## config.mk

```make
export PLATFORM = sky130hd
export DESIGN_NAME = change_dispense_ctrl
export DESIGN_NICKNAME = d
export VERILOG_FILES = /design/src/rtl/vend_pkg.sv /design/src/rtl/coin_inventory.sv /design/src/rtl/change_dispense_ctrl.sv
export SDC_FILE = /design/constraint.sdc
export NUM_CORES = 1
export LEC_CHECK = 0
export CAP_MARGIN = 25
export CORE_MARGIN = 1.5
export CORE_UTILIZATION = 35
export DETAILED_ROUTE_END_ITERATION = 8
export SYNTH_ARGS = -nofsm -noshare
export SYNTH_HDL_FRONTEND = slang
export SYNTH_SLANG_ARGS = --single-unit
```

## constraint.sdc

```tcl
create_clock -name clk -period 4.15 [get_ports clk]
set_clock_uncertainty 0.1 [all_clocks]
set_input_delay 0.83 -clock clk [delete_from_list [all_inputs] [get_ports clk]]
set_output_delay 0.83 -clock clk [all_outputs]
set_load 0.01 [all_outputs]
```

## src/rtl/vend_pkg.sv

```systemverilog
// Shared definitions for the vending change path.
//   - coin codes as carried on refill_coin / eject_coin
//   - coin face values in cents
//   - dispenser state encoding
package vend_pkg;

    typedef enum logic [1:0] {
        COIN_NONE    = 2'd0,
        COIN_DIME    = 2'd1,
        COIN_QUARTER = 2'd2,
        COIN_DOLLAR  = 2'd3
    } coin_e;

    localparam int unsigned DIME_CENTS    = 10;
    localparam int unsigned QUARTER_CENTS = 25;
    localparam int unsigned DOLLAR_CENTS  = 100;

    typedef enum logic [2:0] {
        ST_IDLE,
        ST_SELECT,
        ST_EJECT,
        ST_GAP,
        ST_DONE,
        ST_JAM
    } disp_state_e;

    function automatic int unsigned coin_value(input coin_e coin);
        case (coin)
            COIN_DIME:    return DIME_CENTS;
            COIN_QUARTER: return QUARTER_CENTS;
            COIN_DOLLAR:  return DOLLAR_CENTS;
            default:      return 0;
        endcase
    endfunction

endpackage

```

## src/rtl/coin_inventory.sv

```systemverilog
// Per-coin stock counters for the change hopper.
//   clk, rst_n          clock, asynchronous active-low reset
//   refill_valid        add refill_count coins of type refill_coin (code 0 ignored)
//   refill_coin         coin code 0 none, 1 dime, 2 quarter, 3 dollar
//   refill_count        number of coins added; counters saturate at all-ones
//   dec                 one-hot decrement: bit0 dime, bit1 quarter, bit2 dollar
//   inv_dime/quarter/dollar  current counts
// A refill and a decrement of the same coin in one cycle saturate first,
// then subtract one.
module coin_inventory
    import vend_pkg::*;
#(
    parameter int CNT_W = 8
) (
    input  logic             clk,
    input  logic             rst_n,
    input  logic             refill_valid,
    input  logic [1:0]       refill_coin,
    input  logic [CNT_W-1:0] refill_count,
    input  logic [2:0]       dec,
    output logic [CNT_W-1:0] inv_dime,
    output logic [CNT_W-1:0] inv_quarter,
    output logic [CNT_W-1:0] inv_dollar
);

    localparam logic [CNT_W:0] CNT_MAX = {1'b0, {CNT_W{1'b1}}};

    logic [CNT_W-1:0] cnt_q [3];
    logic [CNT_W-1:0] cnt_d [3];
    logic [CNT_W-1:0] add   [3];
    logic [CNT_W:0]   sum   [3];
    logic [CNT_W-1:0] sat   [3];

    always_comb begin
        for (int i = 0; i < 3; i++) begin
            // NOTE: every always_comb output gets a value on every path, otherwise a latch is inferred.
            add[i] = '0;
            if (refill_valid && (refill_coin == 2'(i + 1))) begin
                add[i] = refill_count;
            end
            sum[i] = {1'b0, cnt_q[i]} + {1'b0, add[i]};
            sat[i] = (sum[i] > CNT_MAX) ? CNT_MAX[CNT_W-1:0] : sum[i][CNT_W-1:0];
            // The zero guard never fires in practice because SELECT only picks
            // stocked coins; it keeps the counter from wrapping regardless.
            cnt_d[i] = (dec[i] && (sat[i] != '0)) ? (sat[i] - CNT_W'(1)) : sat[i];
        end
    end

    always_ff @(posedge clk or negedge rst_n) begin
        if (!rst_n) begin
            for (int i = 0; i < 3; i++) begin
                cnt_q[i] <= '0;
            end
        end else begin
            // NOTE: sequential state uses non-blocking assignments so all flops update from pre-edge values.
            for (int i = 0; i < 3; i++) begin
                cnt_q[i] <= cnt_d[i];
            end
        end
    end

    assign inv_dime    = cnt_q[0];
    assign inv_quarter = cnt_q[1];
    assign inv_dollar  = cnt_q[2];

endmodule

```

## src/rtl/change_dispense_ctrl.sv

```systemverilog
// Change dispenser sequencer.
// Takes a change amount over req_valid/req_ready, then ejects coins largest
// first (limited by stock) over eject_valid/eject_ack, one at a time with a
// settling gap between coins. A coin not acknowledged within ACK_TIMEOUT
// cycles raises a sticky jam that blocks new requests until clear_jam.
//   clk, rst_n                        clock, asynchronous active-low reset
//   req_valid/req_ready/req_amount    change request in cents
//   refill_valid/coin/count           inventory refill, accepted in any state
//   eject_valid/eject_coin/eject_ack  hopper handshake
//   clear_jam                         operator jam clear
//   busy, done                        request in progress, completion pulse
//   dispensed, residue                cents returned / not returned, last request
//   jam                               sticky jam flag
//   inv_dime/quarter/dollar           current coin counts
module change_dispense_ctrl
    import vend_pkg::*;
#(
    parameter int AMT_W       = 10,
    parameter int CNT_W       = 8,
    parameter int ACK_TIMEOUT = 255,
    parameter int GAP_CYCLES  = 2
) (
    input  logic             clk,
    input  logic             rst_n,
    input  logic             req_valid,
    output logic             req_ready,
    input  logic [AMT_W-1:0] req_amount,
    input  logic             refill_valid,
    input  logic [1:0]       refill_coin,
    input  logic [CNT_W-1:0] refill_count,
    output logic             eject_valid,
    output logic [1:0]       eject_coin,
    input  logic             eject_ack,
    input  logic             clear_jam,
    output logic             busy,
    output logic             done,
    output logic [AMT_W-1:0] dispensed,
    output logic [AMT_W-1:0] residue,
    output logic             jam,
    output logic [CNT_W-1:0] inv_dime,
    output logic [CNT_W-1:0] inv_quarter,
    output logic [CNT_W-1:0] inv_dollar
);

    localparam int TMO_W = $clog2(ACK_TIMEOUT + 1);
    localparam int GAP_W = $clog2(GAP_CYCLES + 2);

    disp_state_e      state_q, state_d;
    logic [AMT_W-1:0] remaining_q, remaining_d;
    logic [AMT_W-1:0] dispensed_q, dispensed_d;
    logic [AMT_W-1:0] residue_q, residue_d;
    logic [TMO_W-1:0] tmo_q, tmo_d;
    logic [GAP_W-1:0] gap_q, gap_d;
    coin_e            coin_q, coin_d;
    logic             eject_valid_q, eject_valid_d;
    logic             busy_q, busy_d;
    logic             done_q, done_d;
    logic             jam_q, jam_d;

    coin_e            sel_coin;
    logic [AMT_W-1:0] coin_val;
    logic             take;
    logic [2:0]       dec;

    // A coin is consumed only on an ack while the eject is actually offered.
    assign take     = (state_q == ST_EJECT) && eject_ack;
    assign dec      = take ? {coin_q == COIN_DOLLAR, coin_q == COIN_QUARTER, coin_q == COIN_DIME}
                           : 3'b000;
    assign coin_val = AMT_W'(coin_value(coin_q));

    coin_inventory #(
        .CNT_W (CNT_W)
    ) u_inventory (
        .clk          (clk),
        .rst_n        (rst_n),
        .refill_valid (refill_valid),
        .refill_coin  (refill_coin),
        .refill_count (refill_count),
        .dec          (dec),
        .inv_dime     (inv_dime),
        .inv_quarter  (inv_quarter),
        .inv_dollar   (inv_dollar)
    );

    // Greedy pick: largest stocked coin that does not overshoot. No
    // backtracking, so e.g. 30 cents with quarters stocked leaves 5 residue.
    always_comb begin
        sel_coin = COIN_NONE;
        if ((remaining_q >= AMT_W'(DOLLAR_CENTS)) && (inv_dollar != '0)) begin
            sel_coin = COIN_DOLLAR;
        end else if ((remaining_q >= AMT_W'(QUARTER_CENTS)) && (inv_quarter != '0)) begin
            sel_coin = COIN_QUARTER;
        end else if ((remaining_q >= AMT_W'(DIME_CENTS)) && (inv_dime != '0)) begin
            sel_coin = COIN_DIME;
        end
    end

    always_comb begin
        state_d       = state_q;
        remaining_d   = remaining_q;
        dispensed_d   = dispensed_q;
        residue_d     = residue_q;
        tmo_d         = tmo_q;
        gap_d         = gap_q;
        coin_d        = coin_q;
        eject_valid_d = eject_valid_q;
        busy_d        = busy_q;
        done_d        = 1'b0;
        jam_d         = jam_q && !clear_jam;

        case (state_q)
            ST_IDLE: begin
                if (req_valid && req_ready) begin
                    remaining_d = req_amount;
                    dispensed_d = '0;
                    residue_d   = '0;
                    busy_d      = 1'b1;
                    state_d     = ST_SELECT;
                end
            end

            ST_SELECT: begin
                if (sel_coin == COIN_NONE) begin
                    done_d    = 1'b1;
                    residue_d = remaining_q;
                    state_d   = ST_DONE;
                end else begin
                    coin_d        = sel_coin;
                    eject_valid_d = 1'b1;
                    tmo_d         = '0;
                    state_d       = ST_EJECT;
                end
            end

            ST_EJECT: begin
                if (eject_ack) begin
                    remaining_d   = remaining_q - coin_val;
                    dispensed_d   = dispensed_q + coin_val;
                    eject_valid_d = 1'b0;
                    gap_d         = '0;
                    state_d       = (GAP_CYCLES == 0) ? ST_SELECT : ST_GAP;
                end else if (int'(tmo_q) >= ACK_TIMEOUT - 1) begin
                    // eject_valid has now been high ACK_TIMEOUT cycles.
                    eject_valid_d = 1'b0;
                    jam_d         = 1'b1;
                    done_d        = 1'b1;
                    residue_d     = remaining_q;
                    state_d       = ST_JAM;
                end else begin
                    tmo_d = tmo_q + TMO_W'(1);
                end
            end

            ST_GAP: begin
                if (int'(gap_q) >= GAP_CYCLES - 1) begin
                    state_d = ST_SELECT;
                end else begin
                    gap_d = gap_q + GAP_W'(1);
                end
            end

            ST_DONE, ST_JAM: begin
                busy_d  = 1'b0;
                state_d = ST_IDLE;
            end

            default: begin
                state_d = ST_IDLE;
            end
        endcase
    end

    always_ff @(posedge clk or negedge rst_n) begin
        if (!rst_n) begin
            state_q       <= ST_IDLE;
            remaining_q   <= '0;
            dispensed_q   <= '0;
            residue_q     <= '0;
            tmo_q         <= '0;
            gap_q         <= '0;
            coin_q        <= COIN_NONE;
            eject_valid_q <= 1'b0;
            busy_q        <= 1'b0;
            done_q        <= 1'b0;
            jam_q         <= 1'b0;
        end else begin
            state_q       <= state_d;
            remaining_q   <= remaining_d;
            dispensed_q   <= dispensed_d;
            residue_q     <= residue_d;
            tmo_q         <= tmo_d;
            gap_q         <= gap_d;
            coin_q        <= coin_d;
            eject_valid_q <= eject_valid_d;
            busy_q        <= busy_d;
            done_q        <= done_d;
            jam_q         <= jam_d;
        end
    end

    // Gated by rst_n so the controller never advertises readiness while reset
    // is held, yet is ready immediately on release.
    assign req_ready   = rst_n && (state_q == ST_IDLE) && !jam_q;
    assign eject_valid = eject_valid_q;
    assign eject_coin  = coin_q;
    assign busy        = busy_q;
    assign done        = done_q;
    assign dispensed   = dispensed_q;
    assign residue     = residue_q;
    assign jam         = jam_q;

endmodule

```

# Word-level counts from Yosys, hierarchy flattened
# Cells that the tools add are included.
classes:
  order_cmp: 8
  eq_ne: 21
  reduce_logical: 38
  add_sub_neg: 10
  muxes: 50
  n_bitwise: 1
ops:
  columns: ["operator", "count"]
  rows:
  - ["8-bit two-way mux", 12]
  - ["10-bit two-way mux", 7]
  - ["8-bit nonzero test", 6]
  - ["10-bit one-hot mux with 2 select lines", 2]
  - ["10-bit one-hot mux with 3 select lines", 1]
  - ["8-bit by 8-bit adder with 9-bit output", 3]
  - ["9-bit by 8-bit > comparator with 1-bit output (second input constant)", 3]
  - ["8-bit by 1-bit subtractor with 8-bit output (second input constant)", 3]
  - ["7-bit one-hot mux with 3 select lines", 1]
  - ["3-bit two-way mux", 6]
  - ["2-bit != test (second input constant)", 8]
  - ["8-bit one-hot mux with 2 select lines", 1]
  - ["1-bit logical AND", 14]
  - ["3-bit one-hot mux with 4 select lines", 1]
  - ["3-bit AND reduction", 4]
  - ["1-bit two-way mux", 11]
  - ["10-bit adder", 1]
  - ["10-bit by 4-bit greater-or-equal comparator with 1-bit output (second input constant)", 1]
  - ["10-bit by 5-bit greater-or-equal comparator with 1-bit output (second input constant)", 1]
  - ["10-bit by 7-bit greater-or-equal comparator with 1-bit output (second input constant)", 1]
  - ["10-bit subtractor", 1]
  - ["8-bit by 1-bit adder with 8-bit output (second input constant)", 1]
  - ["2-bit equality test (second input constant)", 4]
  - ["8-bit greater-or-equal comparator (second input constant)", 1]
  - ["other kinds (21)", 34]
totals:
  out_inout_bits: 51
  inputBits: 26
  register_bits: 73
  elab_cells: 142

# Longest topological paths before layout
# Gate-level depths: netlist of the first run.
depth:
  depth_word: 9
  ltp_mapped: 16
  depth_no_buf: 15

# Cells and area by module
# A second synthesis of the first run with hierarchy kept.
hier_totals:
  hier_cells: 597
  area_unflattened_um2: 5574.1
by_module_without_submodules:
  columns: ["module", "seq_area_each_um2", "cells_per_inst", "area_per_inst_um2", "n_inst"]
  rows:
  - ["change_dispense_ctrl", 1226.2, 296, 2917.8, 1]
  - ["coin_inventory", 600.6, 301, 2656.3, 1]

# Worst setup path after synthesis of the first run
# OpenSTA, ideal clock, no wires.
synth_timing:
  kind: "input to register"
  start: "input refill_coin[0]"
  end: "register u_inventory.cnt_q, in the netlist u_inventory.inv_dollar[6]"
  arrival_time_ns: 3.838
  required_ns: 3.924
  path_stages: 16
  setup_time_ns: 0.126
  slack_ns: 0.086
  n_path_buf: 1
  path_cell_list: "and3_1 > and2_1 > ha_1 > fa_1 > a211oi_1 > o21ai_0 > nand3_1 > nand2_1 > a21o_1 > nor2_1 > ha_1 > nor2b_1 > and3_1 > clkbuf_1 > nor2_1 > a221o_1"
synth_rtl:
  columns: ["item", "line", "text"]
  rows:
  - ["from (decl)", "change_dispense_ctrl.sv:29", "input logic [1:0] refill_coin,"]
  - ["to (signal, indexed assignment)", "coin_inventory.sv:57", "cnt_q[i] <= cnt_d[i];"]
  - ["to (decl)", "coin_inventory.sv:28", "logic [CNT_W-1:0] cnt_q [3];"]

==> flow_summary.json, run 1 <==
{
  "rrSetupSlack_ps": 700,
  "ys_async_sr_fraction_pct": 100.0,
  "r2r_cells": 11,
  "crit_required_ps": 4320,
  "max_cap_viol_count": 0,
  "core_um2": 15370,
  "hold_violations": 0,
  "yosysTopAreaCell": "dfrtp_1",
  "track_usage_pct": 19.45,
  "grt_pass1_vias": 5152,
  "end_kind": "flop",
  "tightest_slew_ps": 891.9,
  "fp.dieArea_um2": 16680,
  "yosys.area.top_type_share_pct": 32.80,
  "wl_um": 15780,
  "worst_setup_path_start_kind": "input port",
  "num_vias": 5237,
  "cp.arrival_ps": 4140,
  "ys_types": 63,
  "synth_area_um2": 5569,
  "antenna_found_initial": 0,
  "startpoint": "refill_count[1]",
  "cts_made_buffers": 9,
  "die_x_um": 129.1,
  "p_switching_mw": 2.230,
  "post-dp-hpwl_um": 12040,
  "vias_per_cell": 5.349,
  "syn_area_per_cell_um2": 8.868,
  "slowest_delay_ps": 570,
  "hold_class": "in2async",
  "status": "complete, no violations",
  "peakVddDrop_mv": 0.3204,
  "reg2reg_from": "u_inventory.inv_quarter[0]$_DFF_PN0_",
  "grt_pass1_wl_um": 25650,
  "antenna_left": 0,
  "netlist_top_cells_area": "dfrtp_1, ha_1, nor2_1",
  "switching_share_pct": 42.95,
  "slew_viol_final": 0,
  "synthCells": 628,
  "r2r-end": "u_inventory.inv_quarter[3]$_DFF_PN0_",
  "hold_ws_ps": 197.6,
  "cts_tree": "yes",
  "synth_commonest_cells": "dfrtp_1, nor2_1, ha_1, nand2_1",
  "drt_first_pass_iters": 4,
  "rows": 45,
  "clk_latency_ps": 340,
  "cts-htree-levels": 3,
  "critPathMaxFanout": 6,
  "cp_slowest_cell": "or4_4",
  "cp.depth": 12,
  "ys_ff_latch": 73,
  "grt_overflow": 0,
  "syn-num-nets": 711,
  "die_h_um": 129.1,
  "internal_power_mw": 2.962,
  "synth_ff_type": "dfrtp_1",
  "numPortBuffers": 76,
  "clkTransAtPathRegs_ps": 70,
  "synth-edff-count": 0,
  "setup_violations": 0,
  "cts_root_buf": "clkbuf_16",
  "n_antenna_cell": 0,
  "place_ws_ps": -496.7,
  "place_congestion": 0.8637,
  "max_freq_ghz": 0.2516,
  "period_needed_ps": 3975,
  "cts_buffer_depth": 2,
  "worstPathCellList": "clkdlybuf4s50_1 -> and2_1 -> fa_2 -> a211o_1 -> and3_4 -> a221o_1 -> nor2_2 -> ha_2 -> nand3_1 -> or4_4 -> and3_1 -> o21bai_1",
  "rsz0062_at_grt": "false",
  "finalCritPeriodShare_pct": 95.78,
  "path_delay_family": "simple AND/OR/NAND/NOR gates",
  "drtIter0Drc": 257,
  "crit_end": "u_inventory.inv_quarter[3]$_DFF_PN0_",
  "finalNetCount": 846,
  "cts_sinks": 73,
  "seq_area_frac_synth_pct": 32.80,
  "ios": 77,
  "drc_errors": 0,
  "area.sequential_um2": 1827,
  "finalWorstSetupSlack_ps": 175.1,
  "power_leakage_nw": 3.296,
  "yosys_warnings": 0,
  "path_buf_inv": 1,
  "synthToLayoutAreaGrowth_pct": 32.58,
  "drive_gt1_share_pct": 14.58,
  "clockPowerShare_pct": 15.6,
  "power_frac_seq_pct": 25.1,
  "grt_max_degree": 68,
  "crit_type": "in2reg",
  "relSlewSlack_pct": 40.54,
  "comb_power_share_pct": 59.3,
  "nFillCells": 1452,
  "wire_per_inst_um": 16.11,
  "start_util_pct": 36.23,
  "postLayoutCoreUtil_pct": 48.03,
  "multiInputGateArea_um2": 3616,
  "synth_most_common_cell": "dfrtp_1",
  "power_density_nw_per_um2": 703.2
}
cell families (layout without fill, tap and decap cells):
kind of cell               Yosys count  after routing  synth area share, %
and+or+nand+nor                    256            256                24.29
buffers and inverters               50            190                3.527
DFF                                 73             73                32.80
xor gates and xnor gates            33             33                5.190
adders and majority gates           57             57                13.48
AOI/OAI and AO/OA                  138            138                16.87
muxes                               21             21                3.842
registers in the layout, summed over array words and instances, names as in the netlist, 3 cells and up:
register and flops:
u_inventory.inv_quarter 8, u_inventory.inv_dime 8, u_inventory.inv_dollar 8, state_q 3, residue 10, tmo_q 8, remaining_q 10, dispensed 10
final cells by class:
class / instances / share of cell area [%]
multi-input cells: 505 / 48.97
flip-flops and latches: 73 / 24.74
repair buffers: 139 / 16.81
well taps: 211 / 3.576
clock buffers: 9 / 3.050
inverters: 35 / 1.779
clock inverters: 7 / 1.068
power by group through the flow:
stage                     Clock [mW]  Sequential [mW]  Combinational (mW)
after global routing           0.855             1.35                3.41
after global placement             0             1.30                2.92
after detailed placement           0             1.31                3.00
after CTS                      0.828             1.30                3.03
final                          0.810             1.30                3.08
after floorplan                    0             1.29                1.78
per-layer routing:
layer  share of wire [%]  up-vias  GRT usage [%]
met1                  48     2518          26.31
met3                 3.3       29          2.271
met5                   0        -              0
met2                  46      133          31.57
met4                 2.7        0          8.196
li1                    -     2557              -
how the worst min path moves through the flow:
stage	from	end	slack, ps	depth (start not counted)
finish	rst_n	eject_valid$_DFFE_PN0P_	200	1
detailed placement	gap_q[1]$_DFFE_PN0P_	gap_q[1]$_DFFE_PN0P_	380	1
CTS	rst_n	eject_valid$_DFFE_PN0P_	190	1
global placement	gap_q[1]$_DFFE_PN0P_	gap_q[1]$_DFFE_PN0P_	380	1
floorplan	tmo_q[7]$_DFFE_PN0P_	tmo_q[7]$_DFFE_PN0P_	360	2
global route	rst_n	eject_valid$_DFFE_PN0P_	200	1
repair_timing:
item / CTS / global route
hold buffers: 0 / 0
gates resized for setup: 4 / 20
endpoints found under the setup margin: 6 / 18
buffers inserted: 0 / 3
pin swaps: 1 / 6
through the flow:
stage / TNS (ps) / instance area (µm²) / total power, mW / cells
2_1_floorplan: 0 / 5569 / 3.076 / 628
6_report: 0 / 7383 / 5.192 / 979
3_5_place_dp: -5383 / 6989 / 4.311 / 960
3_3_place_gp: -3982 / 6989 / 4.223 / 960
4_1_cts: 0 / 7303 / 5.160 / 976
5_1_grt: 0 / 7383 / 5.610 / 979
cells in the final DEF, fill, tap and decap left out, types with 6 or more instances in the layout:
cell              n
and2_1           29
nand2_1          49
or4_1             6
xnor2_1          15
nand3_1          27
xor2_1           18
clkdlybuf4s50_1  71
nand2b_1          9
a22o_1            6
o21ai_0          29
clkbuf_16         9
a21oi_1          35
nor3_1           11
a21o_1            7
o31ai_1           8
nand3b_1          7
inv_1            35
buf_4            64
ha_1             50
mux2i_1          17
nor2_1           51
and3_1           10
dfrtp_1          73
nor4_1           10
No activity file was read; power rests on OpenSTA's default activity.
==> run 2: changes to the inputs <==
--- a/config.mk
+++ b/config.mk
@@ -9,6 +9,7 @@
 export CORE_MARGIN = 1.5
 export CORE_UTILIZATION = 35
 export DETAILED_ROUTE_END_ITERATION = 8
+export SLEW_MARGIN = 20
 export SYNTH_ARGS = -nofsm -noshare
 export SYNTH_HDL_FRONTEND = slang
 export SYNTH_SLANG_ARGS = --single-unit
==> results of run 2 <==
No change in the layout: final DEF, timing and power equal those of run 1.
